--- config.mk ---
export PLATFORM = sky130hd
export DESIGN_NAME = sram_array_ctrl_flat
export DESIGN_NICKNAME = d
export VERILOG_FILES = /design/src/rtl/sram_array_ctrl_pkg.sv /design/src/rtl/sram_array_ctrl_if.sv /design/src/rtl/sram_resp_fifo.sv /design/src/rtl/sram_array_ctrl.sv /design/src/flat_wrapper.sv
export SDC_FILE = /design/constraint.sdc
export NUM_CORES = 1
export LEC_CHECK = 0
export ABC_AREA = 1
export CORE_AREA = 3 3 136 138
export CTS_BUF_LIST = sky130_fd_sc_hd__clkbuf_4 sky130_fd_sc_hd__clkbuf_8
export CTS_CLUSTER_SIZE = 28
export DETAILED_ROUTE_END_ITERATION = 8
export DIE_AREA = 0 0 139 141
export PLACE_DENSITY_LB_ADDON = 0.08
export SLEW_MARGIN = 20
export SYNTH_ARGS = -nofsm -noshare
export SYNTH_HDL_FRONTEND = slang
export SYNTH_SLANG_ARGS = --single-unit
--- constraint.sdc ---
create_clock -name i_clock -period 9.95 [get_ports i_clock]
set_input_delay 1.4925 -clock i_clock [delete_from_list [all_inputs] [get_ports i_clock]]
set_output_delay 1.4925 -clock i_clock [all_outputs]
set_load 0.05 [all_outputs]
--- src/rtl/sram_array_ctrl_pkg.sv ---
// Shared constants and FSM state type for the SRAM array controller.
// Default geometry matches a 512 x 77 single-port-pair SRAM macro.
package sram_array_ctrl_pkg;

  localparam int DEPTH_DEF = 512;
  localparam int WIDTH_DEF = 77;
  localparam int AW_DEF    = 9;

  typedef enum logic {
    INIT = 1'b0,
    RUN  = 1'b1
  } state_t;

endpackage

--- src/rtl/sram_array_ctrl_if.sv ---
// Read request, read response and write handshakes of the SRAM array controller.
// The controller takes the slave side; the client takes the master side.
interface sram_array_ctrl_if
  import sram_array_ctrl_pkg::*;
#(
  parameter int AW    = AW_DEF,
  parameter int WIDTH = WIDTH_DEF
);

  logic             req_valid;
  logic             req_ready;
  logic [AW-1:0]    req_addr;

  logic             resp_valid;
  logic             resp_ready;
  logic [WIDTH-1:0] resp_data;

  logic             wr_valid;
  logic             wr_ready;
  logic [AW-1:0]    wr_addr;
  logic [WIDTH-1:0] wr_data;

  modport slave (
    input  req_valid, req_addr, resp_ready, wr_valid, wr_addr, wr_data,
    output req_ready, resp_valid, resp_data, wr_ready
  );

  modport master (
    output req_valid, req_addr, resp_ready, wr_valid, wr_addr, wr_data,
    input  req_ready, resp_valid, resp_data, wr_ready
  );

endinterface

--- src/rtl/sram_resp_fifo.sv ---
// Two-entry response buffer; head entry is presented on o_data while o_valid.
// A push into a full buffer is only taken when the head pops in the same cycle.
module sram_resp_fifo
  import sram_array_ctrl_pkg::*;
#(
  parameter int WIDTH = WIDTH_DEF
) (
  input  logic             i_clock,
  input  logic             i_reset_n,
  input  logic             i_push,
  input  logic [WIDTH-1:0] i_push_data,
  input  logic             i_pop,
  output logic             o_valid,
  output logic [WIDTH-1:0] o_data,
  output logic [1:0]       o_count
);

  logic [WIDTH-1:0] r_mem [2];
  logic             r_rd_ptr;
  logic             r_wr_ptr;
  logic [1:0]       r_count;

  logic w_pop;
  logic w_push;

  assign w_pop  = i_pop & (r_count != 2'd0);
  assign w_push = i_push & ((r_count != 2'd2) | w_pop);

  always_ff @(posedge i_clock) begin
    if (w_push) begin
      r_mem[r_wr_ptr] <= i_push_data;
    end
  end

  always_ff @(posedge i_clock or negedge i_reset_n) begin
    if (!i_reset_n) begin
      r_rd_ptr <= 1'b0;
      r_wr_ptr <= 1'b0;
      r_count  <= 2'd0;
    end else begin
      if (w_push) begin
        r_wr_ptr <= ~r_wr_ptr;
      end
      if (w_pop) begin
        r_rd_ptr <= ~r_rd_ptr;
      end
      if (w_push && !w_pop) begin
        r_count <= r_count + 2'd1;
      end else if (w_pop && !w_push) begin
        r_count <= r_count - 2'd1;
      end
    end
  end

  assign o_valid = (r_count != 2'd0);
  assign o_data  = r_mem[r_rd_ptr];
  assign o_count = r_count;

endmodule

--- src/rtl/sram_array_ctrl.sv ---
// SRAM array controller: zero-fill sweep after reset, then write pass-through
// and credit-limited reads with a two-entry response buffer.
module sram_array_ctrl
  import sram_array_ctrl_pkg::*;
#(
  parameter int DEPTH = DEPTH_DEF,
  parameter int WIDTH = WIDTH_DEF,
  parameter int AW    = AW_DEF
) (
  input  logic             i_clock,
  input  logic             i_reset_n,
  sram_array_ctrl_if.slave bus,
  output logic             o_init_done,
  output logic             o_sram_r_en,
  output logic [AW-1:0]    o_sram_r_addr,
  input  logic [WIDTH-1:0] i_sram_r_data,
  output logic             o_sram_w_en,
  output logic [AW-1:0]    o_sram_w_addr,
  output logic [WIDTH-1:0] o_sram_w_data,
  output logic             o_sram_w_mask
);

  localparam logic [AW-1:0] LAST_ADDR = AW'(DEPTH - 1);

  state_t        r_state;
  logic [AW-1:0] r_clr_cnt;
  logic          r_init_done;
  logic          r_inflight;

  logic          w_run;
  logic          w_accept;
  logic          w_pop;
  logic          w_fifo_valid;
  logic [1:0]    w_fifo_count;
  logic [2:0]    w_used;
  logic          w_req_ready;

  assign w_run = (r_state == RUN);
  assign w_pop = w_fifo_valid & bus.resp_ready;

  // A head leaving this cycle frees its slot in time for the data of a
  // request accepted now, which keeps full throughput with resp_ready high.
  assign w_used      = 3'(r_inflight) + {1'b0, w_fifo_count} - 3'(w_pop);
  assign w_req_ready = w_run & (w_used < 3'd2);
  assign w_accept    = bus.req_valid & w_req_ready;

  assign bus.req_ready = w_req_ready;
  assign bus.wr_ready  = w_run;

  assign o_sram_r_en   = w_accept;
  assign o_sram_r_addr = bus.req_addr;

  // The sweep write is held off while reset is asserted.
  assign o_sram_w_en   = w_run ? bus.wr_valid : i_reset_n;
  assign o_sram_w_addr = w_run ? bus.wr_addr  : r_clr_cnt;
  assign o_sram_w_data = w_run ? bus.wr_data  : '0;
  assign o_sram_w_mask = 1'b1;

  assign o_init_done = r_init_done;

  always_ff @(posedge i_clock or negedge i_reset_n) begin
    if (!i_reset_n) begin
      r_state     <= INIT;
      r_clr_cnt   <= '0;
      r_init_done <= 1'b0;
      r_inflight  <= 1'b0;
    end else begin
      r_inflight <= w_accept;
      if (r_state == INIT) begin
        r_clr_cnt <= r_clr_cnt + AW'(1);
        if (r_clr_cnt == LAST_ADDR) begin
          r_state     <= RUN;
          r_init_done <= 1'b1;
          r_clr_cnt   <= '0;
        end
      end
    end
  end

  sram_resp_fifo #(
    .WIDTH (WIDTH)
  ) u_resp_fifo (
    .i_clock     (i_clock),
    .i_reset_n   (i_reset_n),
    .i_push      (r_inflight),
    .i_push_data (i_sram_r_data),
    .i_pop       (w_pop),
    .o_valid     (w_fifo_valid),
    .o_data      (bus.resp_data),
    .o_count     (w_fifo_count)
  );

  assign bus.resp_valid = w_fifo_valid;

endmodule

--- src/flat_wrapper.sv ---
// flat-port wrapper written by rule: the top's interface ports become plain ports
module sram_array_ctrl_flat import sram_array_ctrl_pkg::*;
#(
  parameter int DEPTH = DEPTH_DEF,
  parameter int WIDTH = WIDTH_DEF,
  parameter int AW    = AW_DEF
)
  (i_clock, i_reset_n, o_init_done, o_sram_r_en, o_sram_r_addr, i_sram_r_data, o_sram_w_en, o_sram_w_addr, o_sram_w_data, o_sram_w_mask, bus_req_valid, bus_req_addr, bus_resp_ready, bus_wr_valid, bus_wr_addr, bus_wr_data, bus_req_ready, bus_resp_valid, bus_resp_data, bus_wr_ready);
  sram_array_ctrl_if #(.AW(AW), .WIDTH(WIDTH)) bus_i ();
  input  logic i_clock;
  input  logic i_reset_n;
  output logic o_init_done;
  output logic o_sram_r_en;
  output logic [AW-1:0] o_sram_r_addr;
  input  logic [WIDTH-1:0] i_sram_r_data;
  output logic o_sram_w_en;
  output logic [AW-1:0] o_sram_w_addr;
  output logic [WIDTH-1:0] o_sram_w_data;
  output logic o_sram_w_mask;
  input wire logic [$bits(bus_i.req_valid)-1:0] bus_req_valid;
  input wire logic [$bits(bus_i.req_addr)-1:0] bus_req_addr;
  input wire logic [$bits(bus_i.resp_ready)-1:0] bus_resp_ready;
  input wire logic [$bits(bus_i.wr_valid)-1:0] bus_wr_valid;
  input wire logic [$bits(bus_i.wr_addr)-1:0] bus_wr_addr;
  input wire logic [$bits(bus_i.wr_data)-1:0] bus_wr_data;
  output wire logic [$bits(bus_i.req_ready)-1:0] bus_req_ready;
  output wire logic [$bits(bus_i.resp_valid)-1:0] bus_resp_valid;
  output wire logic [$bits(bus_i.resp_data)-1:0] bus_resp_data;
  output wire logic [$bits(bus_i.wr_ready)-1:0] bus_wr_ready;
  assign bus_i.req_valid = bus_req_valid;
  assign bus_i.req_addr = bus_req_addr;
  assign bus_i.resp_ready = bus_resp_ready;
  assign bus_i.wr_valid = bus_wr_valid;
  assign bus_i.wr_addr = bus_wr_addr;
  assign bus_i.wr_data = bus_wr_data;
  assign bus_req_ready = bus_i.req_ready;
  assign bus_resp_valid = bus_i.resp_valid;
  assign bus_resp_data = bus_i.resp_data;
  assign bus_wr_ready = bus_i.wr_ready;
  sram_array_ctrl #(.DEPTH(DEPTH), .WIDTH(WIDTH), .AW(AW)) u_core (.i_clock(i_clock), .i_reset_n(i_reset_n), .bus(bus_i), .o_init_done(o_init_done), .o_sram_r_en(o_sram_r_en), .o_sram_r_addr(o_sram_r_addr), .i_sram_r_data(i_sram_r_data), .o_sram_w_en(o_sram_w_en), .o_sram_w_addr(o_sram_w_addr), .o_sram_w_data(o_sram_w_data), .o_sram_w_mask(o_sram_w_mask));
endmodule
==> results.toml, run 1 <==
[clocking]
ctsRootBufferMaster = "clkbuf_8"
clkLatencyLatePin_ns = 0.45
cts_tree = "yes"
cts-buffers-inserted = 17
postCtsSetupBuffers = 0
h-tree-depth = 4
cts.reportedPaths.clkPinSlew_ns = 0.08
clock_sink_count = 170
cts.hold.buffers_added = 0
cts_buffer_depth = 2
postCtsResizedCells = 0

[logic_synthesis]
synthesis.nets = 895
synth_area_per_cell_um2 = 10.2
yosys_warnings = 0
synth_enable_flop_cells = 154
synth_seq_area_share_pct = 68.9
mappedNetlistArea_mm2 = 0.00729
async_flop_share_pct = 9.41
yosysUniqueCellTypes = 29
synth.ff_latch_count = 170
synthesis.instances = 713
yosys_most_used_dff = "edfxtp_1"

[global_routing]
largest_net_degree_at_the_start_of_global_routing = 78
track_usage_pct = 20.4
antenna_found_initial = 0
overflow = 0
grt_pass1_vias = 5518
grt_pass1_wl_um = 30700

[worst_setup_path]
crit_type = "primary input to output port"
start_kind = "primary input"
critical_path_arrival_ns = 4.34
setup.worst_path.end_class = "output port"
path_max_fanout = 3
cp.required_ns = 8.46

[timing]
slew_headroom_pct = 32.3
tightest_slew_ns = 1.01
rsz0062_at_grt = "false"
finalWorstPathRequiredPeriod_ns = 5.83
setup_total_negative_slack_ns = 0
setup_viol = 0
clock.fmax_mhz = 171
timing_max_transition_violations_final = 0
final.setup_skew_ns = 0.00812
fin_worst_hold_slack_ns = 0.471
final_min_period_over_clock_period_pct = 58.6
timing.final.hold_violations = 0

[detailed_routing]
route.detailed.drc = 0
drt_iter0_markers = 364
finalWirelength_um = 20100
routed-via-count = 5611
final_antenna_net_count = 0
viasPerCell = 4.41
avgRoutedWirePerCell_um = 15.8
drt_first_pass_iters = 4

[finish]
final_nets = 1217
drive_above_1_share_pct = 4.39
fillerInstances = 1427
area.growth.synth_to_final_pct = 52.6
n_antenna_cell = 0

[die]
die_x_um = 139
core.rowCount = 48
core-area_mm2 = 0.0173
ios = 356
die_h_um = 141
initial_utilization_pct = 42.2
floorplan.die_area_mm2 = 0.0196

[power_and_ir_drop]
power_switching_uw = 979
p_comb_share_pct = 45.8
power.share.sequential_pct = 34.4
total_power_divided_by_cell_area_mw_per_mm2 = 206
sw_frac_of_total_pct = 42.7
power.ir.vdd_worst_v = 0.000165
power.internal_mw = 1.32
total_leakage_power_nw = 4.90
clock_power_share_pct = 19.7

[hold_path]
hp-class = "register to register"

[placement]
gp_congestion = 0.909
port_buffers = 336
dp_hpwl_um = 14500

[run]
timing.max_cap.violations = 0

[outcome]
run_status = "finished, final reports clean"
## logic make-up after synthesis
logic type	count (synthesis)	share of synthesized area [%]
other cells	1	0.0514
compound gates	15	1.03
xor+xnor	3	0.360
fa+ha+maj	5	0.961
buf+inv	141	8.51
simple gates	378	20.2
flops	170	68.9
## power by group through the flow
stage | sequential, mW | clock, mW | combinational (mW)
6_report | 0.790 | 0.453 | 1.05
5_1_grt | 0.791 | 0.500 | 1.12
3_5_place_dp | 0.806 | 0 | 1.06
2_1_floorplan | 0.804 | 0 | 0.689
4_1_cts | 0.790 | 0.465 | 1.07
3_3_place_gp | 0.806 | 0 | 1.06
## per-stage QoR
step	worst slack (ns)	area, µm²	power, mW	instances	util [%]
after floorplan	4.50	7290	1.49	713	-
after global placement	4.17	10800	1.87	1241	62.2
after detailed placement	4.12	10800	1.87	1241	62.2
after CTS	4.11	11100	2.32	1273	64.3
after global routing	3.96	11100	2.41	1273	64.3
final	4.12	11100	2.29	1273	64.3
## cells in the final DEF (no fill, tap or decap), types with 4 or more instances in the layout
cell type,n
ha_1,4
clkinv_4,4
clkdlybuf4s50_1,336
inv_1,101
edfxtp_1,154
nand2_1,351
o21ai_0,12
buf_4,5
clkbuf_8,17
nor2_1,13
dfrtp_1,14
## layout make-up
cell class	instances	area, µm²	area share, %
sequential	170	5030	45.2
timing repair buffer	341	3400	30.6
multi-input combinational	402	1660	14.9
inverter	103	392	3.52
tap	225	282	2.53
clock buffer	18	241	2.17
clock inverter	14	123	1.10
## synth_stat cells (2+ instances only)
master	count	share of area, %
a21oi_1	2	0.14
buf_2	18	1.2
buf_4	15	1.5
clkbuf_1	4	0.21
dfrtp_1	16	5.5
edfxtp_1	154	63
ha_1	4	0.69
inv_1	101	5.2
nand2_1	351	18
nand2_2	2	0.17
nand3_1	2	0.14
nor2_1	15	0.77
o21ai_0	12	0.82
xor2_1	2	0.24
## sequential cells by signal (all words and copies together), names as in the netlist
name and cells:
u_core.u_resp_fifo.r_wr_ptr 1, u_core.u_resp_fifo.o_count 2, u_core.r_inflight 1, u_core.bus.wr_ready 1, u_core.u_resp_fifo.r_mem 154, u_core.r_clr_cnt 9, u_core.o_init_done 1, u_core.u_resp_fifo.r_rd_ptr 1
## critical path: stages
cell and delay (ns):
clkdlybuf4s50_1 0.42, nand2_1 0.13, inv_1 0.06, ha_1 0.26, or2_2 0.30, fa_1 0.47
o21ai_0 0.10, nor3b_1 0.25, clkdlybuf4s50_1 0.85
## path summary, 6_finish.rpt
kind                                               start                         endpoint  slack (ns)  cells after the start
setup reg to reg           u_core.u_resp_fifo.o_count[0]  u_core.u_resp_fifo.r_mem[1][75]        7.36                      5
hold / removal                        u_core.o_init_done               u_core.o_init_done        0.47                      2
min in group asynchronous                      i_reset_n                u_core.r_inflight        1.51                      1
setup / recovery                          bus_resp_ready                      o_sram_r_en        4.12                      9
hold reg to reg                       u_core.o_init_done               u_core.o_init_done        0.47                      2
max in group asynchronous                      i_reset_n      u_core.u_resp_fifo.r_rd_ptr        7.86                      1
## routing by layer
layer	vias to the layer above	GRT usage, %	wire, µm
met3	28	7.12	1460
met4	0	6.75	449
li1	2849	-	-
met2	208	33.7	9910
met1	2526	25.1	8230
met5	-	0	0
Note: power is estimated with default switching activity, not from simulation.
==> run 2: changes to the inputs <==
--- a/config.mk
+++ b/config.mk
@@ -6,11 +6,11 @@
 export NUM_CORES = 1
 export LEC_CHECK = 0
 export ABC_AREA = 1
-export CORE_AREA = 3 3 136 138
+export CORE_MARGIN = 3
+export CORE_UTILIZATION = 42
 export CTS_BUF_LIST = sky130_fd_sc_hd__clkbuf_4 sky130_fd_sc_hd__clkbuf_8
 export CTS_CLUSTER_SIZE = 28
 export DETAILED_ROUTE_END_ITERATION = 8
-export DIE_AREA = 0 0 139 141
 export PLACE_DENSITY_LB_ADDON = 0.08
 export SLEW_MARGIN = 20
 export SYNTH_ARGS = -nofsm -noshare
==> constraint.sdc (replaced) <==
create_clock -name i_clock -period 6.1 [get_ports i_clock]
set_input_delay 0.915 -clock i_clock [delete_from_list [all_inputs] [get_ports i_clock]]
set_output_delay 0.915 -clock i_clock [all_outputs]
set_load 0.05 [all_outputs]
==> run 2 against run 1 <==
  * Combinational power is 64% higher
  * Power is 64% higher
  * Global-route usage rose by 2.6 points
  * Largest power group unchanged
==> results.toml, run 2 (synthesis results as in run 1) <==
[timing]
setup_total_negative_slack_ns = 0
clock.fmax_mhz = 212
setup_viol = 0
timing.final.hold_violations = 0
timing_max_transition_violations_final = 0
final_min_period_over_clock_period_pct = 77.3
finalWorstPathRequiredPeriod_ns = 4.71
tightest_slew_ns = 0.987
fin_worst_hold_slack_ns = 0.479
final.setup_skew_ns = 0.0127
rsz0062_at_grt = "false"
slew_headroom_pct = 34.1

[die]
die_h_um = 138
die_x_um = 138
ios = 356
initial_utilization_pct = 43.5
floorplan.die_area_mm2 = 0.0190
core-area_mm2 = 0.0168
core.rowCount = 47

[global_routing]
grt_pass1_vias = 5335
antenna_found_initial = 3
track_usage_pct = 23.0
grt_pass1_wl_um = 31400
largest_net_degree_at_the_start_of_global_routing = 78
overflow = 0

[detailed_routing]
final_antenna_net_count = 0
route.detailed.drc = 0
drt_iter0_markers = 333
drt_first_pass_iters = 4
viasPerCell = 4.52
avgRoutedWirePerCell_um = 17.6
routed-via-count = 5740
finalWirelength_um = 22400

[power_and_ir_drop]
power.share.sequential_pct = 34.2
power.ir.vdd_worst_v = 0.000255
clock_power_share_pct = 20.3
sw_frac_of_total_pct = 41.7
p_comb_share_pct = 45.5
power.internal_mw = 2.20
power_switching_mw = 1.57
total_power_divided_by_cell_area_mw_per_mm2 = 337
totalPowerFinal_mw = 3.77
total_leakage_power_nw = 4.94

[placement]
dp_hpwl_um = 16500
gp_congestion = 0.961
port_buffers = 336

[worst_setup_path]
path_max_fanout = 3
start_kind = "primary input"
setup.worst_path.end_class = "output port"
slowest_stage = "clkdlybuf4s50_1"
r2r_start = "u_core.u_resp_fifo.o_count[1]"
crit_type = "primary input to output port"
path_buf_inv = 3
path_cells = "clkdlybuf4s50_1, nand2_1, inv_1, ha_1, or2_2, fa_1, o21ai_0, nor3b_1, clkdlybuf4s50_1"
worst_setup_path_startpoint = "bus_resp_ready"
crit_path_frequent_cell = "clkdlybuf4s50_1"
cp.required_ns = 5.18
crit_path_max_incr_delay_ns = 0.85
cp_top_family = "buffers and inverters"
critical_path_arrival_ns = 3.80

[clocking]
cts.reportedPaths.clkPinSlew_ns = 0.08
clkLatencyLatePin_ns = 0.45
cts_tree = "yes"
cts_buffer_depth = 2
ctsRootBufferMaster = "clkbuf_8"
postCtsResizedCells = 0
clock_sink_count = 170
postCtsSetupBuffers = 0
h-tree-depth = 4
cts.hold.buffers_added = 0
cts-buffers-inserted = 17

[finish]
final_nets = 1220
fillerInstances = 1331
largest-register = "u_core.u_resp_fifo.r_mem"
n_antenna_cell = 0
largest_register_ffs = 154
layout_commonest_cell = "nand2_1"
finish.utilization_pct = 66.7
drive_above_1_share_pct = 4.66
area.growth.synth_to_final_pct = 53.4
mostFrequentLayoutCells = "nand2_1 (351), clkdlybuf4s50_1 (336), edfxtp_1 (154), inv_1 (101), clkbuf_8 (17)"

[hold_path]
hp-class = "register to register"
worst_hold_startpoint = "u_core.u_resp_fifo.o_count[0]"

[outcome]
run_status = "finished, final reports clean"

[run]
timing.max_cap.violations = 0
==> run 2: cell types whose count changed in the layout (fill, tap and decap cells not counted) <==
cell	before	now
bufinv_16	1	2
inv_6	3	2
buf_12	0	2
clkinv_2	2	1
inv_8	1	0
clkinvlp_4	1	0
clkbuf_4	1	4
buf_4	5	6
==> run 2: power groups by stage <==
stage          combinational, mW  sequential [mW]  clock [mW]
6_report                    1.72             1.29       0.765
2_1_floorplan               1.12             1.31           0
4_1_cts                     1.74             1.29       0.786
3_3_place_gp                1.73             1.31           0
3_5_place_dp                1.73             1.31           0
5_1_grt                     1.82             1.29       0.838
==> run 2: layer usage <==
| layer | share of wire [%] | track usage [%] | routed length, µm |
|---|---|---|---|
| met1 | 42 | 30.2 | 9400 |
| met5 | 0.15 | 0 | 34 |
| met2 | 46 | 35.3 | 10300 |
| met4 | 2.0 | 6.81 | 450 |
| met3 | 9.7 | 9.28 | 2170 |
==> run 2: cell type report <==
type,count,area [µm²],area share (%)
sequential,170,5030,44.9
inverter,103,392,3.50
clock buffer,21,264,2.36
clock inverter,11,120,1.07
timing repair buffer,344,3450,30.8
multi-input combinational,402,1660,14.8
tap,220,275,2.46
==> run 2: final timing paths <==
check | endpoint | slack, ns | cells past startpoint
setup / recovery | o_sram_r_en | 1.39 | 9
max in group asynchronous | u_core.bus.wr_ready | 5.09 | 2
setup reg to reg | u_core.r_inflight | 3.78 | 9
hold / removal | u_core.u_resp_fifo.o_count[0] | 0.48 | 1
min in group asynchronous | u_core.r_inflight | 0.79 | 2
hold reg to reg | u_core.u_resp_fifo.o_count[0] | 0.48 | 1
==> run 2: metrics by stage <==
stage	worst slack, ns	instances	area (µm²)
after global routing	1.25	1271	11200
after floorplan	1.26	713	7290
after detailed placement	1.41	1238	10800
final	1.39	1271	11200
after global placement	1.46	1238	10800
after CTS	1.39	1270	11200
